===== config.mk =====
export PLATFORM = sky130hd
export DESIGN_NAME = seg_scan_ctrl_flat
export DESIGN_NICKNAME = d
export VERILOG_FILES = /design/src/rtl/seg_scan_ctrl_if.sv /design/src/rtl/seg_scan_ctrl.sv /design/src/flat_wrapper.sv
export SDC_FILE = /design/constraint.sdc
export NUM_CORES = 1
export LEC_CHECK = 0
export CAP_MARGIN = 20
export CELL_PAD_IN_SITES_DETAIL_PLACEMENT = 1
export CELL_PAD_IN_SITES_GLOBAL_PLACEMENT = 2
export CORE_AREA = 2 2 124 126
export CTS_CLUSTER_DIAMETER = 120
export CTS_CLUSTER_SIZE = 12
export DETAILED_ROUTE_END_ITERATION = 16
export DIE_AREA = 0 0 126 128
export PLACE_DENSITY_LB_ADDON = 0.1
export SLEW_MARGIN = 20
export SYNTH_ARGS = -nofsm -noshare
export SYNTH_HDL_FRONTEND = slang
export SYNTH_SLANG_ARGS = --single-unit

===== constraint.sdc =====
create_clock -name FPGA_CLK -period 3.9 [get_ports FPGA_CLK]
set_input_delay 0.78 -clock FPGA_CLK [delete_from_list [all_inputs] [get_ports FPGA_CLK]]
set_output_delay 0.78 -clock FPGA_CLK [all_outputs]
set_load 0.01 [all_outputs]

===== src/rtl/seg_scan_ctrl_if.sv =====
// Bus bundle for the four-digit seven-segment scan controller: load side
// (data_in/dp_in/load) plus the pending/frame_tick status and the
// multiplexed digit/segment drive.
interface seg_scan_ctrl_if;
    logic [15:0] data_in;
    logic [3:0]  dp_in;
    logic        load;
    logic        pending;
    logic        frame_tick;
    logic [3:0]  dig_n;
    logic [6:0]  seg_n;
    logic        dp_n;

    modport master (
        output data_in, dp_in, load,
        input  pending, frame_tick, dig_n, seg_n, dp_n
    );

    modport slave (
        input  data_in, dp_in, load,
        output pending, frame_tick, dig_n, seg_n, dp_n
    );
endinterface


===== src/rtl/seg_scan_ctrl.sv =====
// Four-digit multiplexed seven-segment scan controller.
// Each digit slot opens with an all-off guard interval (anti-ghosting) and
// then drives one digit. New data is staged in a pending register and only
// copied into the displayed shadow at the frame boundary (idx 3 -> 0), so a
// frame never shows a mix of old and new values.
// Optional feature: define SEG_SCAN_BLANK_EN for leading-zero blanking of
// digits DIG_1..DIG_3 (DIG_4 is always driven).
module seg_scan_ctrl #(
    parameter int unsigned SCAN_DIV  = 12500,
    parameter int unsigned GUARD_CYC = 250
) (
    input  logic             FPGA_CLK,
    input  logic             RESET_BUT,
    seg_scan_ctrl_if.slave   bus
);

    localparam logic [15:0] GUARD_LAST = 16'(GUARD_CYC - 32'd1);
    localparam logic [15:0] SHOW_LAST  = 16'(SCAN_DIV - GUARD_CYC - 32'd1);

    typedef enum logic [0:0] {
        ST_GUARD = 1'b0,
        ST_SHOW  = 1'b1
    } state_t;

    state_t      state_r, state_nxt_s;
    logic [15:0] cnt_r, cnt_nxt_s;
    logic [1:0]  idx_r, idx_nxt_s;
    logic        wrap_s, tick_nxt_s;

    logic [15:0] shadow_r, shadow_nxt_s;
    logic [3:0]  sdp_r, sdp_nxt_s;
    logic [15:0] pdata_r, pdata_nxt_s;
    logic [3:0]  pdp_r, pdp_nxt_s;
    logic        pending_r, pending_nxt_s;

    logic [3:0]  nib_s;
    logic        dpb_s;
    logic [3:0]  dig_sel_s;
    logic        blank_s;
    logic [3:0]  dig_nxt_s;
    logic [6:0]  seg_nxt_s;
    logic        dp_nxt_s;

    logic [3:0]  dig_n_r;
    logic [6:0]  seg_n_r;
    logic        dp_n_r;
    logic        frame_tick_r;

    // Hex nibble to active-low segments, bit 6 = a ... bit 0 = g.
    function automatic logic [6:0] seg_decode(input logic [3:0] nib);
        logic [6:0] seg;
        case (nib)
            4'h0:    seg = 7'h01;
            4'h1:    seg = 7'h4F;
            4'h2:    seg = 7'h12;
            4'h3:    seg = 7'h06;
            4'h4:    seg = 7'h4C;
            4'h5:    seg = 7'h24;
            4'h6:    seg = 7'h20;
            4'h7:    seg = 7'h0F;
            4'h8:    seg = 7'h00;
            4'h9:    seg = 7'h04;
            4'hA:    seg = 7'h08;
            4'hB:    seg = 7'h60;
            4'hC:    seg = 7'h31;
            4'hD:    seg = 7'h42;
            4'hE:    seg = 7'h30;
            4'hF:    seg = 7'h38;
            default: seg = 7'h7F;
        endcase
        return seg;
    endfunction

    // Slot FSM: guard/show sequencing, slot counter and digit index advance.
    always_comb begin
        state_nxt_s = state_r;
        cnt_nxt_s   = cnt_r;
        idx_nxt_s   = idx_r;
        wrap_s      = 1'b0;
        case (state_r)
            ST_GUARD: begin
                if (cnt_r == GUARD_LAST) begin
                    state_nxt_s = ST_SHOW;
                    cnt_nxt_s   = 16'd0;
                end else begin
                    cnt_nxt_s   = cnt_r + 16'd1;
                end
            end
            ST_SHOW: begin
                if (cnt_r == SHOW_LAST) begin
                    state_nxt_s = ST_GUARD;
                    cnt_nxt_s   = 16'd0;
                    idx_nxt_s   = idx_r + 2'd1;
                    wrap_s      = (idx_r == 2'd3);
                end else begin
                    cnt_nxt_s   = cnt_r + 16'd1;
                end
            end
            default: begin
                state_nxt_s = ST_GUARD;
                cnt_nxt_s   = 16'd0;
                idx_nxt_s   = 2'd0;
            end
        endcase
        // frame_tick is high during the final show cycle of idx 3, i.e. the
        // cycle whose closing edge is the frame boundary.
        tick_nxt_s = (state_nxt_s == ST_SHOW) && (idx_nxt_s == 2'd3) &&
                     (cnt_nxt_s == SHOW_LAST);
    end

    // Load staging and boundary transfer; a load on the boundary goes straight to the shadow.
    always_comb begin
        shadow_nxt_s  = shadow_r;
        sdp_nxt_s     = sdp_r;
        pdata_nxt_s   = pdata_r;
        pdp_nxt_s     = pdp_r;
        pending_nxt_s = pending_r;
        if (wrap_s) begin
            pending_nxt_s = 1'b0;
            if (bus.load) begin
                shadow_nxt_s = bus.data_in;
                sdp_nxt_s    = bus.dp_in;
            end else if (pending_r) begin
                shadow_nxt_s = pdata_r;
                sdp_nxt_s    = pdp_r;
            end else begin
                shadow_nxt_s = shadow_r;
                sdp_nxt_s    = sdp_r;
            end
        end else if (bus.load) begin
            pdata_nxt_s   = bus.data_in;
            pdp_nxt_s     = bus.dp_in;
            pending_nxt_s = 1'b1;
        end else begin
            pending_nxt_s = pending_r;
        end
    end

    // Select the nibble, decimal point and digit enable for the upcoming slot.
    always_comb begin
        case (idx_nxt_s)
            2'd0: begin
                nib_s = shadow_nxt_s[15:12]; dpb_s = sdp_nxt_s[3]; dig_sel_s = 4'b0111;
            end
            2'd1: begin
                nib_s = shadow_nxt_s[11:8];  dpb_s = sdp_nxt_s[2]; dig_sel_s = 4'b1011;
            end
            2'd2: begin
                nib_s = shadow_nxt_s[7:4];   dpb_s = sdp_nxt_s[1]; dig_sel_s = 4'b1101;
            end
            2'd3: begin
                nib_s = shadow_nxt_s[3:0];   dpb_s = sdp_nxt_s[0]; dig_sel_s = 4'b1110;
            end
            default: begin
                nib_s = 4'h0;                dpb_s = 1'b0;         dig_sel_s = 4'b1111;
            end
        endcase
    end

    // Leading-zero blanking: a digit goes dark while it and everything to its left is zero.
    always_comb begin
`ifdef SEG_SCAN_BLANK_EN
        case (idx_nxt_s)
            2'd0:    blank_s = (shadow_nxt_s[15:12] == 4'h0);
            2'd1:    blank_s = (shadow_nxt_s[15:8]  == 8'h00);
            2'd2:    blank_s = (shadow_nxt_s[15:4]  == 12'h000);
            default: blank_s = 1'b0;
        endcase
`else
        blank_s = 1'b0;
`endif
    end

    // Next output drive, taken from next state so a slot change shows on the same edge.
    always_comb begin
        if ((state_nxt_s == ST_SHOW) && !blank_s) begin
            dig_nxt_s = dig_sel_s;
            seg_nxt_s = seg_decode(nib_s);
            dp_nxt_s  = ~dpb_s;
        end else begin
            dig_nxt_s = 4'hF;
            seg_nxt_s = 7'h7F;
            dp_nxt_s  = 1'b1;
        end
    end

    // State, data and output registers with synchronous active-low reset.
    always_ff @(posedge FPGA_CLK) begin
        if (!RESET_BUT) begin
            state_r      <= ST_GUARD;
            cnt_r        <= 16'd0;
            idx_r        <= 2'd0;
            shadow_r     <= 16'h0000;
            sdp_r        <= 4'h0;
            pdata_r      <= 16'h0000;
            pdp_r        <= 4'h0;
            pending_r    <= 1'b0;
            frame_tick_r <= 1'b0;
            dig_n_r      <= 4'hF;
            seg_n_r      <= 7'h7F;
            dp_n_r       <= 1'b1;
        end else begin
            state_r      <= state_nxt_s;
            cnt_r        <= cnt_nxt_s;
            idx_r        <= idx_nxt_s;
            shadow_r     <= shadow_nxt_s;
            sdp_r        <= sdp_nxt_s;
            pdata_r      <= pdata_nxt_s;
            pdp_r        <= pdp_nxt_s;
            pending_r    <= pending_nxt_s;
            frame_tick_r <= tick_nxt_s;
            dig_n_r      <= dig_nxt_s;
            seg_n_r      <= seg_nxt_s;
            dp_n_r       <= dp_nxt_s;
        end
    end

    assign bus.pending    = pending_r;
    assign bus.frame_tick = frame_tick_r;
    assign bus.dig_n      = dig_n_r;
    assign bus.seg_n      = seg_n_r;
    assign bus.dp_n       = dp_n_r;

endmodule


===== src/flat_wrapper.sv =====
// flat-port wrapper written by rule: the top's interface ports become plain ports
module seg_scan_ctrl_flat 
#(
    parameter int unsigned SCAN_DIV  = 12500,
    parameter int unsigned GUARD_CYC = 250
)
  (FPGA_CLK, RESET_BUT, bus_data_in, bus_dp_in, bus_load, bus_pending, bus_frame_tick, bus_dig_n, bus_seg_n, bus_dp_n);
  seg_scan_ctrl_if bus_i ();
  input  logic FPGA_CLK;
  input  logic RESET_BUT;
  input wire logic [$bits(bus_i.data_in)-1:0] bus_data_in;
  input wire logic [$bits(bus_i.dp_in)-1:0] bus_dp_in;
  input wire logic [$bits(bus_i.load)-1:0] bus_load;
  output wire logic [$bits(bus_i.pending)-1:0] bus_pending;
  output wire logic [$bits(bus_i.frame_tick)-1:0] bus_frame_tick;
  output wire logic [$bits(bus_i.dig_n)-1:0] bus_dig_n;
  output wire logic [$bits(bus_i.seg_n)-1:0] bus_seg_n;
  output wire logic [$bits(bus_i.dp_n)-1:0] bus_dp_n;
  assign bus_i.data_in = bus_data_in;
  assign bus_i.dp_in = bus_dp_in;
  assign bus_i.load = bus_load;
  assign bus_pending = bus_i.pending;
  assign bus_frame_tick = bus_i.frame_tick;
  assign bus_dig_n = bus_i.dig_n;
  assign bus_seg_n = bus_i.seg_n;
  assign bus_dp_n = bus_i.dp_n;
  seg_scan_ctrl #(.SCAN_DIV(SCAN_DIV), .GUARD_CYC(GUARD_CYC)) u_core (.FPGA_CLK(FPGA_CLK), .RESET_BUT(RESET_BUT), .bus(bus_i));
endmodule

==> results of run 1 <==
tightest hold or removal path, stage by stage (launching register included):
cell	delay, ns
dfxtp_1	0.31
nand2_1	0.05
a21oi_1	0.05
layer usage:
| layer | vias up | global-route usage (%) |
|---|---|---|
| li1 | 1669 | - |
| met1 | 1628 | 21.2 |
| met2 | 37 | 24.5 |
| met3 | 11 | 2.63 |
| met4 | 0 | 6.59 |
| met5 | - | 0 |
flip-flops by register name, summed over array words and instances (netlist names):
signal / count
u_core.state_r: 1
u_core.sdp_r: 4
u_core.shadow_r: 16
u_core.bus.seg_n: 7
u_core.bus.pending: 1
u_core.cnt_r: 16
u_core.bus.dig_n: 4
u_core.bus.frame_tick: 1
u_core.pdp_r: 4
u_core.idx_r: 2
u_core.pdata_r: 16
u_core.bus.dp_n: 1
report_power, final:
group	switching (mW)	leakage, nW	internal [mW]	total (mW)
clock network	0.340	0.172	0.639	0.980
registers	0.0130	0.593	0.760	0.773
logic	0.0611	0.904	0.0476	0.109
path summary, 6_finish.rpt:
check        slack [ns]                            from                              to  cells after the start
min                0.46  u_core.pdata_r[4]$_SDFFE_PN0P_  u_core.pdata_r[4]$_SDFFE_PN0P_                      2
min reg2reg        0.46  u_core.pdata_r[4]$_SDFFE_PN0P_  u_core.pdata_r[4]$_SDFFE_PN0P_                      2
max                0.42      u_core.cnt_r[0]$_SDFF_PN0_  u_core.bus.seg_n[3]$_SDFF_PN1_                     12
max reg2reg        0.42      u_core.cnt_r[0]$_SDFF_PN0_  u_core.bus.seg_n[3]$_SDFF_PN1_                     12
through the flow:
stage	utilization, %	hold WS (ns)	instances	instance area, um^2	setup WS [ns]
final	30.6	0.462	678	4550	0.418
after global routing	30.6	0.488	678	4550	0.00200
after CTS	30.6	0.467	678	4550	0.387
after detailed placement	28.3	0.457	662	4210	0.214
after global placement	28.3	0.445	662	4210	0.215
after floorplan	-	0.431	450	3620	0.764
final cells by class:
class / count / area, um^2
clock buffers: 10 / 239
well taps: 188 / 235
multi-input cells: 339 / 2010
clock inverters: 6 / 105
repair buffers: 49 / 458
inverters: 13 / 48.8
fillers: 1775 / 10300
flip-flops and latches: 73 / 1460
placed cells by master, fill, tap and decap left out, types with 5 or more instances in the layout:
master / synthesis / final
nand2_1: 63 / 63
nor3_1: 8 / 8
inv_1: 13 / 13
a32oi_1: 5 / 5
a31oi_1: 5 / 5
ha_1: 9 / 9
nor2_1: 68 / 68
o21ai_0: 12 / 12
clkbuf_16: 0 / 9
xor2_1: 8 / 8
buf_4: 1 / 13
a21oi_1: 34 / 34
xnor2_1: 6 / 6
dfxtp_1: 73 / 73
o22a_1: 6 / 6
nand3_1: 22 / 22
clkdlybuf4s50_1: 0 / 36
a22oi_1: 5 / 5
a211oi_1: 6 / 5
and2_1: 5 / 5
and3_1: 7 / 7
nor4_1: 8 / 8
cells by family (layout without fill, tap and decap cells):
logic type               count (synthesis)  after routing  synth area share (%)
AND/OR/NAND/NOR                        203            203                  26.2
AO/OA/AOI/OAI                          109            109                  21.4
flip-flops                              73             73                  40.3
buffers and inverters                   38             78                  4.45
XOR/XNOR                                14             14                  3.38
adder cells (fa/ha/maj)                  9              9                  3.11
multiplexers                             4              4                  1.21
==> summary.md, run 1 <==
| Metric | Value |
|---|---|
| Outcome | `complete, no violations` |
| CP startpoint kind | `register` |
| Synth top area cells | `dfxtp_1 40%, nor2_1 7.0%, nand2_1 6.5%` |
| Slowest cell on the critical path | `or4b_4` |
| Gr usage total | `15.6%` |
| Critical Path Max Stage Delay | `0.53 ns` |
| WL/cell | `17.3 um` |
| Post_cts resized | `0` |
| Crit-path max FO | `7` |
| Setup TNS | `0 ns` |
| Cell mode on critical path | `nor2_1` |
| Worst slew pin tran | `0.822 ns` |
| Final Setup Violations | `0` |
| Largest area contributor in the netlist | `dfxtp_1` |
| Lkg Pwr | `approximately 1.7 nW` |
| Sequential element share of the synthesized area | `40.3%` |
| Fin crit share | `89.3%` |
| Skew final | `between 0.006 and 0.007 ns` |
| TritonCTS buffer count | `9` |
| Die H | `128 um` |
| Crit path required time | `between 4 and 5 ns` |
| Max IR drop VDD | `around 0.24 mV` |
| Largest net degree at the start of global routing | `42` |
| DIE AREA | `16,100 um^2` |
| 1st-iter DRT viols | `169` |
| Post-CTS Setup Repair Bufs | `0` |
| Mapped cell area | `3620 um^2` |
| Total vias in the final route | `~3.3k` |
| Vias per inst | `4.93` |
| Setup crit end kind | `register` |
| Nets@finish | `~520` |
| Routability cong. | `0.744` |
| Top FF cell, synth | `dfxtp_1` |
| Tmin final | `3.48 ns` |
| Met1 WL | `5930 um` |
| Post-synth top area share | `40.3%` |
| Metal2 WL | `approximately 5300 um` |
| Top Ports | `37` |
| Metal3 WL | `285 um` |
| CTS tree | `yes` |
| Most frequent cell after synthesis | `dfxtp_1` |
| Share of cells above drive strength 1 | `8.78%` |
| Hold Violations, Final | `0` |
| CP bufs+invs | `1` |
| Design Power | `1.86 mW` |
| Worst EP arrival | `between 3 and 4 ns` |
| Die Wd | `126 um` |
| Gr ovfl total | `0` |
| Asr flop ratio synth | `0%` |
| Antenna viol nets, final | `0` |
| Synthesized area per cell | `8.05 um^2` |
| Initial core utilization | `24.4%` |
| Hold Buf Count CTS | `0` |
| FF+latch count, synth | `73` |
| Inserted Diodes | `0` |
| Post-Syn Instances | `between 400 and 500` |
| Final Max Slew Viols | `0` |
| Global-route wire length before repair | `19,500 um` |
| P per Cell Area | `409 nW/um^2` |
| Htree depth | `3` |
| Latest clock arrival within the worst-skew pair | `0.35 ns` |
| DRC Markers | `0` |
| Core area | `14,900 um^2` |
| Count of buffers from port buffering | `36` |
| Post-synth top cells | `73 x dfxtp_1, 68 x nor2_1, 63 x nand2_1` |
| Number of synthesized flops with an enable pin | `0` |
| Normalized max-slew margin | `45.1%` |
| Top Layer Used | `met4` |
| Layout area overhead | `25.6%` |
| HP Class | `reg -> reg` |
| Clock transition at the registers of the reported paths | `0.06 ns` |
| Root buf cell | `clkbuf_16` |
| Yosys cell types | `59` |
| Clk buf depth | `2` |
| Total Wirelength | `11,700 um` |
| Clock sink count | `73` |
| CP cell instances | `ha_1 > or4b_4 > nor3_1 > or2_1 > nor2_1 > a32o_1 > nor2_1 > inv_1 > ha_1 > nor2_1 > a211oi_1 > o21ai_1` |
| YS warnings | `0` |
| Max Cap Viol | `0` |
| DR pass1 iterations | `4` |
| Antenna violations before repair | `0` |
| Cell family with most CP delay | `simple AND/OR/NAND/NOR gates` |
| Vias in the first global route | `~3.5k` |
| Fmax | `287 MHz` |
| RSZ-0062 raised after global routing | `false` |
| Row count | `45` |
| Synth Net Count | `around 480` |
| Post-DP HPWL | `8280 um` |
| Critical path class | `reg -> reg` |
(Power assumes the default switching activity.)
==> run 2, diff against run 1 <==
--- a/config.mk
+++ b/config.mk
@@ -6,13 +6,13 @@
 export NUM_CORES = 1
 export LEC_CHECK = 0
 export CAP_MARGIN = 20
-export CELL_PAD_IN_SITES_DETAIL_PLACEMENT = 1
-export CELL_PAD_IN_SITES_GLOBAL_PLACEMENT = 2
-export CORE_AREA = 2 2 124 126
+export CELL_PAD_IN_SITES_DETAIL_PLACEMENT = 0
+export CELL_PAD_IN_SITES_GLOBAL_PLACEMENT = 1
+export CORE_AREA = 2 2 159 99
 export CTS_CLUSTER_DIAMETER = 120
 export CTS_CLUSTER_SIZE = 12
 export DETAILED_ROUTE_END_ITERATION = 16
-export DIE_AREA = 0 0 126 128
+export DIE_AREA = 0 0 161 101
 export PLACE_DENSITY_LB_ADDON = 0.1
 export SLEW_MARGIN = 20
 export SYNTH_ARGS = -nofsm -noshare
==> summary.md, run 2 (synthesis results as in run 1) <==
| Metric | Value |
|---|---|
| Final Setup Violations | `0` |
| Worst EP arrival | `3.67 ns` |
| Worst slew pin tran | `0.820 ns` |
| Setup crit end kind | `register` |
| RSZ-0062 raised after global routing | `false` |
| Critical path class | `reg -> reg` |
| Register Area | `1460 um^2` |
| TritonCTS buffer count | `9` |
| Crit-path max FO | `12` |
| Hold_ws | `0.457 ns` |
| Outcome | `complete, no violations` |
| Inserted Diodes | `0` |
| Vias per inst | `4.78` |
| Worst reg2reg path depth | `9` |
| Fill cells | `1,629` |
| Max Cap Viol | `0` |
| Area of the multi-input gates | `between 2000 and 2500 um^2` |
| Htree depth | `3` |
| Vias in the first global route | `between 3k and 4k` |
| DRC Markers | `0` |
| Global-route wire length before repair | `18,600 um` |
| Clock sink count | `73` |
| Placed inst area | `4290 um^2` |
| 1st-iter DRT viols | `120` |
| Slowest cell on the critical path | `or3_1` |
| Normalized max-slew margin | `45.2%` |
| Clock transition at the registers of the reported paths | `about 0.060 ns` |
| Top Registers | `u_core.cnt_r (16), u_core.pdata_r (16), u_core.shadow_r (16)` |
| Layout area overhead | `26.5%` |
| Post-DP HPWL | `approximately 8600 um` |
| Total vias in the final route | `3,338` |
| Crit path required time | `4.15 ns` |
| DR pass1 iterations | `4` |
| Root buf cell | `clkbuf_16` |
| Fmax | `293 MHz` |
| Design area | `4580 um^2` |
| R2R Setup Slk | `approximately 0.48 ns` |
| CP startpoint kind | `register` |
| Post_cts resized | `0` |
| Hold Buf Count CTS | `0` |
| CP bufs+invs | `1` |
| WP depth | `9` |
| Total Wirelength | `11,600 um` |
| Die Wd | `161 um` |
| Setup TNS | `0 ns` |
| CTS tree | `yes` |
| Lkg Pwr | `1.67 nW` |
| HP Class | `reg -> reg` |
| Die H | `around 100 um` |
| P per Cell Area | `376 nW/um^2` |
| Count of buffers from port buffering | `36` |
| Most frequent cells in the layout | `73 x dfxtp_1, 68 x nor2_1, 63 x nand2_1` |
| Reg-to-Reg End | `u_core.bus.seg_n[1]$_SDFF_PN1_` |
| Commonest non-fill, non-tap cell in the layout | `dfxtp_1` |
| Hold Violations, Final | `0` |
| Clk buf depth | `2` |
| Cell Count Post-Placement | `683` |
| Critical Path Max Stage Delay | `between 0.7 and 0.8 ns` |
| Gr usage total | `15.0%` |
| Final Util | `30.8%` |
| CP cell instances | `and3b_1 > nand4_1 > or3_1 > o221a_1 > a2111oi_0 > a211oi_1 > buf_4 > a211o_1 > o211ai_1` |
| Hold path startpoint | `u_core.pdp_r[1]$_SDFFE_PN0P_` |
| Top Ports | `37` |
| Initial core utilization | `24.3%` |
| Worst Hold End | `u_core.pdp_r[1]$_SDFFE_PN0P_` |
| Share of cells above drive strength 1 | `9.68%` |
| Tmin final | `roughly 3.4 ns` |
| Worst Hold Depth | `2` |
| Cell family with most CP delay | `simple AND/OR/NAND/NOR gates` |
| Post-CTS Setup Repair Bufs | `0` |
| Routability cong. | `0.756` |
| Final Max Slew Viols | `0` |
| Largest net degree at the start of global routing | `42` |
| Gr ovfl total | `0` |
| Core area | `14,900 um^2` |
| Fin cells | `699` |
| Skew final | `0.00671 ns` |
| Latest clock arrival within the worst-skew pair | `0.34 ns` |
| DIE AREA | `16,300 um^2` |
| Row count | `35` |
| WL/cell | `16.5 um` |
| Nets@finish | `between 500 and 600` |
| R2R Path Start | `u_core.cnt_r[4]$_SDFF_PN0_` |
| Antenna viol nets, final | `0` |
| Fin crit share | `87.6%` |
| Max IR drop VDD | `0.169 mV` |
| Antenna violations before repair | `0` |
## run 2: report_power, final
part	internal (mW)	total, mW	switching (mW)	leakage [nW]
logic	0.0496	0.114	0.0648	0.935
clock network	0.511	0.837	0.326	0.142
registers	0.761	0.774	0.0139	0.593
total	1.32	1.73	0.405	1.67
## run 2: layout make-up
| class | count | area share [%] |
|---|---|---|
| Clock inverter | 5 | 1.20 |
| Tap cell | 203 | 5.54 |
| Multi-Input combinational cell | 339 | 43.8 |
| Inverter | 13 | 1.06 |
| Clock buffer | 11 | 5.29 |
| Timing Repair Buffer | 55 | 11.2 |
| Sequential cell | 73 | 31.9 |
## run 2: through the flow
step | setup slack [ns] | power [mW]
after floorplan | 0.764 | 0.844
after global placement | 0.348 | 0.906
after detailed placement | 0.373 | 0.905
after CTS | 0.412 | 1.76
after global routing | 0.118 | 1.80
final | 0.482 | 1.73
## run 2: layer usage
metal | vias up | GRT usage (%) | routed length [um]
met5 | - | 0 | 0
met4 | 0 | 4.26 | 114
met3 | 10 | 3.58 | 582
met2 | 75 | 19.5 | 4170
met1 | 1560 | 23.8 | 6690
li1 | 1693 | - | -
## run 2: worst max-delay path by stage
stage                               startpoint                              to
floorplan           u_core.cnt_r[0]$_SDFF_PN0_  u_core.bus.seg_n[6]$_SDFF_PN1_
detailed placement                    bus_load  u_core.bus.seg_n[4]$_SDFF_PN1_
global placement                      bus_load  u_core.bus.seg_n[4]$_SDFF_PN1_
CTS                 u_core.cnt_r[4]$_SDFF_PN0_  u_core.bus.seg_n[4]$_SDFF_PN1_
global route        u_core.cnt_r[4]$_SDFF_PN0_  u_core.bus.seg_n[1]$_SDFF_PN1_
finish              u_core.cnt_r[4]$_SDFF_PN0_  u_core.bus.seg_n[1]$_SDFF_PN1_
## run 2: worst reg2reg max path, cell delays in order, from the launching register on
cell       delay, ns
dfxtp_1         0.45
and3b_1         0.26
nand4_1         0.38
or3_1           0.76
o221a_1         0.39
a2111oi_0       0.45
a211oi_1        0.12
buf_4           0.20
a211o_1         0.23
o211ai_1        0.09
==> run 3, diff against run 2 <==
--- a/config.mk
+++ b/config.mk
@@ -5,7 +5,7 @@
 export SDC_FILE = /design/constraint.sdc
 export NUM_CORES = 1
 export LEC_CHECK = 0
-export CAP_MARGIN = 20
+export CAP_MARGIN = 40
 export CELL_PAD_IN_SITES_DETAIL_PLACEMENT = 0
 export CELL_PAD_IN_SITES_GLOBAL_PLACEMENT = 1
 export CORE_AREA = 2 2 159 99
@@ -13,7 +13,7 @@
 export CTS_CLUSTER_SIZE = 12
 export DETAILED_ROUTE_END_ITERATION = 16
 export DIE_AREA = 0 0 161 101
-export PLACE_DENSITY_LB_ADDON = 0.1
+export PLACE_DENSITY = 0.47
 export SLEW_MARGIN = 20
 export SYNTH_ARGS = -nofsm -noshare
 export SYNTH_HDL_FRONTEND = slang
==> summary.md, run 3 (synthesis results as in run 1) <==
| Metric | Value |
|---|---|
| Outcome | `complete, no violations` |
| Int Power | `1.50 mW` |
| Worst setup margin | `between 0.4 and 0.5 ns` |
| Antenna violations before repair | `0` |
| Die H | `101 um` |
| Commonest non-fill, non-tap cell in the layout | `dfxtp_1` |
| Count of buffers from port buffering | `36` |
| Share of cells above drive strength 1 | `under 10%` |
| Gr usage total | `15.2%` |
| Skew final | `0.00892 ns` |
| Lkg Pwr | `1.70 nW` |
| Final Max Slew Viols | `0` |
| Hold_ws | `0.453 ns` |
| CP startpoint kind | `register` |
| Global-route wire length before repair | `18,800 um` |
| Latest clock arrival within the worst-skew pair | `about 0.34 ns` |
| TritonCTS buffer count | `9` |
| Nets@finish | `523` |
| Switching power | `0.408 mW` |
| Routability cong. | `0.775` |
| DR pass1 iterations | `5` |
| P per Cell Area | `411 nW/um^2` |
| Top Registers | `u_core.cnt_r (16), u_core.pdata_r (16), u_core.shadow_r (16)` |
| Final Setup Violations | `0` |
| Critical path class | `reg -> reg` |
| Vias per inst | `4.81` |
| Top Ports | `37` |
| Post_cts resized | `0` |
| Max Cap Viol | `0` |
| Antenna viol nets, final | `0` |
| Inserted Diodes | `0` |
| R2R Setup Slk | `0.41 ns` |
| Clock sink count | `73` |
| Layout area overhead | `28.0%` |
| Initial core utilization | `about a quarter` |
| Post-CTS Setup Repair Bufs | `0` |
| Clock power share | `a little over half` |
| Die Wd | `161 um` |
| Worst EP arrival | `3.75 ns` |
| Largest net degree at the start of global routing | `42` |
| Design Power | `between 1.5 and 2 mW` |
| 1st-iter DRT viols | `215` |
| Setup TNS | `0 ns` |
| Vias in the first global route | `approximately 3.3k` |
| Fmax | `~290 MHz` |
| R2R Path Start | `u_core.cnt_r[4]$_SDFF_PN0_` |
| DRC Markers | `0` |
| Worst slew pin tran | `~0.6 ns` |
| Most frequent cells in the layout | `73 x dfxtp_1, 68 x nor2_1, 63 x nand2_1` |
| Max IR drop VDD | `approximately 0.16 mV` |
| HP Class | `reg -> reg` |
| Root buf cell | `clkbuf_16` |
| Htree depth | `3` |
| Hold Buf Count CTS | `0` |
| Normalized max-slew margin | `59.5%` |
| Hold Violations, Final | `0` |
| CP endpoint | `u_core.bus.seg_n[2]$_SDFF_PN1_` |
| Clk buf depth | `2` |
| Crit path required time | `between 4 and 5 ns` |
| RSZ-0062 raised after global routing | `false` |
| CTS tree | `yes` |
| Setup crit end kind | `register` |
| Comb pwr share | `6.0%` |
| Post-DP HPWL | `8590 um` |
| Final Util | `31.2%` |
| Row count | `35` |
| WL/cell | `roughly 17 um` |
| Clock transition at the registers of the reported paths | `0.06 ns` |
| Sequential power share | `40.7%` |
| DIE AREA | `16,300 um^2` |
| Fin crit share | `roughly 90%` |
| Core area | `14,900 um^2` |
| Dpl ws | `0.333 ns` |
| Tmin final | `3.49 ns` |
| Worst reg2reg path depth | `9` |
| Crit-path max FO | `12` |
| Reg-to-Reg End | `u_core.bus.seg_n[2]$_SDFF_PN1_` |
| Net Sw Frac | `21.4%` |
| Total Wirelength | `between 10,000 and 15,000 um` |
| Total vias in the final route | `3,363` |
| Gr ovfl total | `0` |
| Worst Setup SP | `u_core.cnt_r[4]$_SDFF_PN0_` |
run 3: power groups by stage:
| stage | clock network [mW] | registers (mW) | logic (mW) |
|---|---|---|---|
| after global routing | 1.08 | 0.777 | 0.127 |
| after detailed placement | 0 | 0.792 | 0.114 |
| after floorplan | 0 | 0.784 | 0.0605 |
| after CTS | 1.05 | 0.775 | 0.115 |
| after global placement | 0 | 0.792 | 0.114 |
| final | 1.02 | 0.775 | 0.114 |
run 3: worst max-delay path, cell delays in order (launching register included):
cell      delay, ns
dfxtp_1        0.44
and3b_1        0.25
nand4_1        0.39
or3_1          0.75
buf_4          0.27
o221ai_4       0.20
o32ai_2        0.15
a221oi_4       0.42
mux2_2         0.39
o211ai_1       0.14
run 3: how the worst min path moves through the flow:
| stage | startpoint | to | slack [ns] | cells after the start |
|---|---|---|---|---|
| floorplan | u_core.pdata_r[10]$_SDFFE_PN0P_ | u_core.pdata_r[10]$_SDFFE_PN0P_ | 0.43 | 2 |
| global placement | u_core.pdata_r[10]$_SDFFE_PN0P_ | u_core.pdata_r[10]$_SDFFE_PN0P_ | 0.44 | 2 |
| detailed placement | u_core.pdata_r[10]$_SDFFE_PN0P_ | u_core.pdata_r[10]$_SDFFE_PN0P_ | 0.45 | 2 |
| global route | u_core.pdata_r[10]$_SDFFE_PN0P_ | u_core.pdata_r[10]$_SDFFE_PN0P_ | 0.46 | 2 |
| finish | u_core.pdata_r[10]$_SDFFE_PN0P_ | u_core.pdata_r[10]$_SDFFE_PN0P_ | 0.45 | 2 |
| CTS | u_core.pdata_r[10]$_SDFFE_PN0P_ | u_core.pdata_r[10]$_SDFFE_PN0P_ | 0.45 | 2 |
run 3: stage by stage:
| stage | instances | instance area, um^2 |
|---|---|---|
| after detailed placement | 683 | 4280 |
| after CTS | 699 | 4640 |
| after global routing | 699 | 4640 |
| final | 699 | 4640 |
| after global placement | 682 | 4270 |
| after floorplan | 450 | 3620 |
run 3: layer usage:
metal	part of all wire, %	GRT usage (%)	vias to the layer above
li1	-	-	1687
met1	57	23.7	1593
met2	37	20.0	70
met3	5.3	3.99	13
met4	0.96	4.19	0
met5	0	0	-
run 3: final cells by class:
type / instances / area [um^2]
sequential: 73 / 1460
fill: 1598 / 10200
timing repair buffer: 55 / 510
multi-input combinational: 339 / 2010
tap: 203 / 254
clock buffer: 10 / 229
inverter: 13 / 48.8
clock inverter: 6 / 130
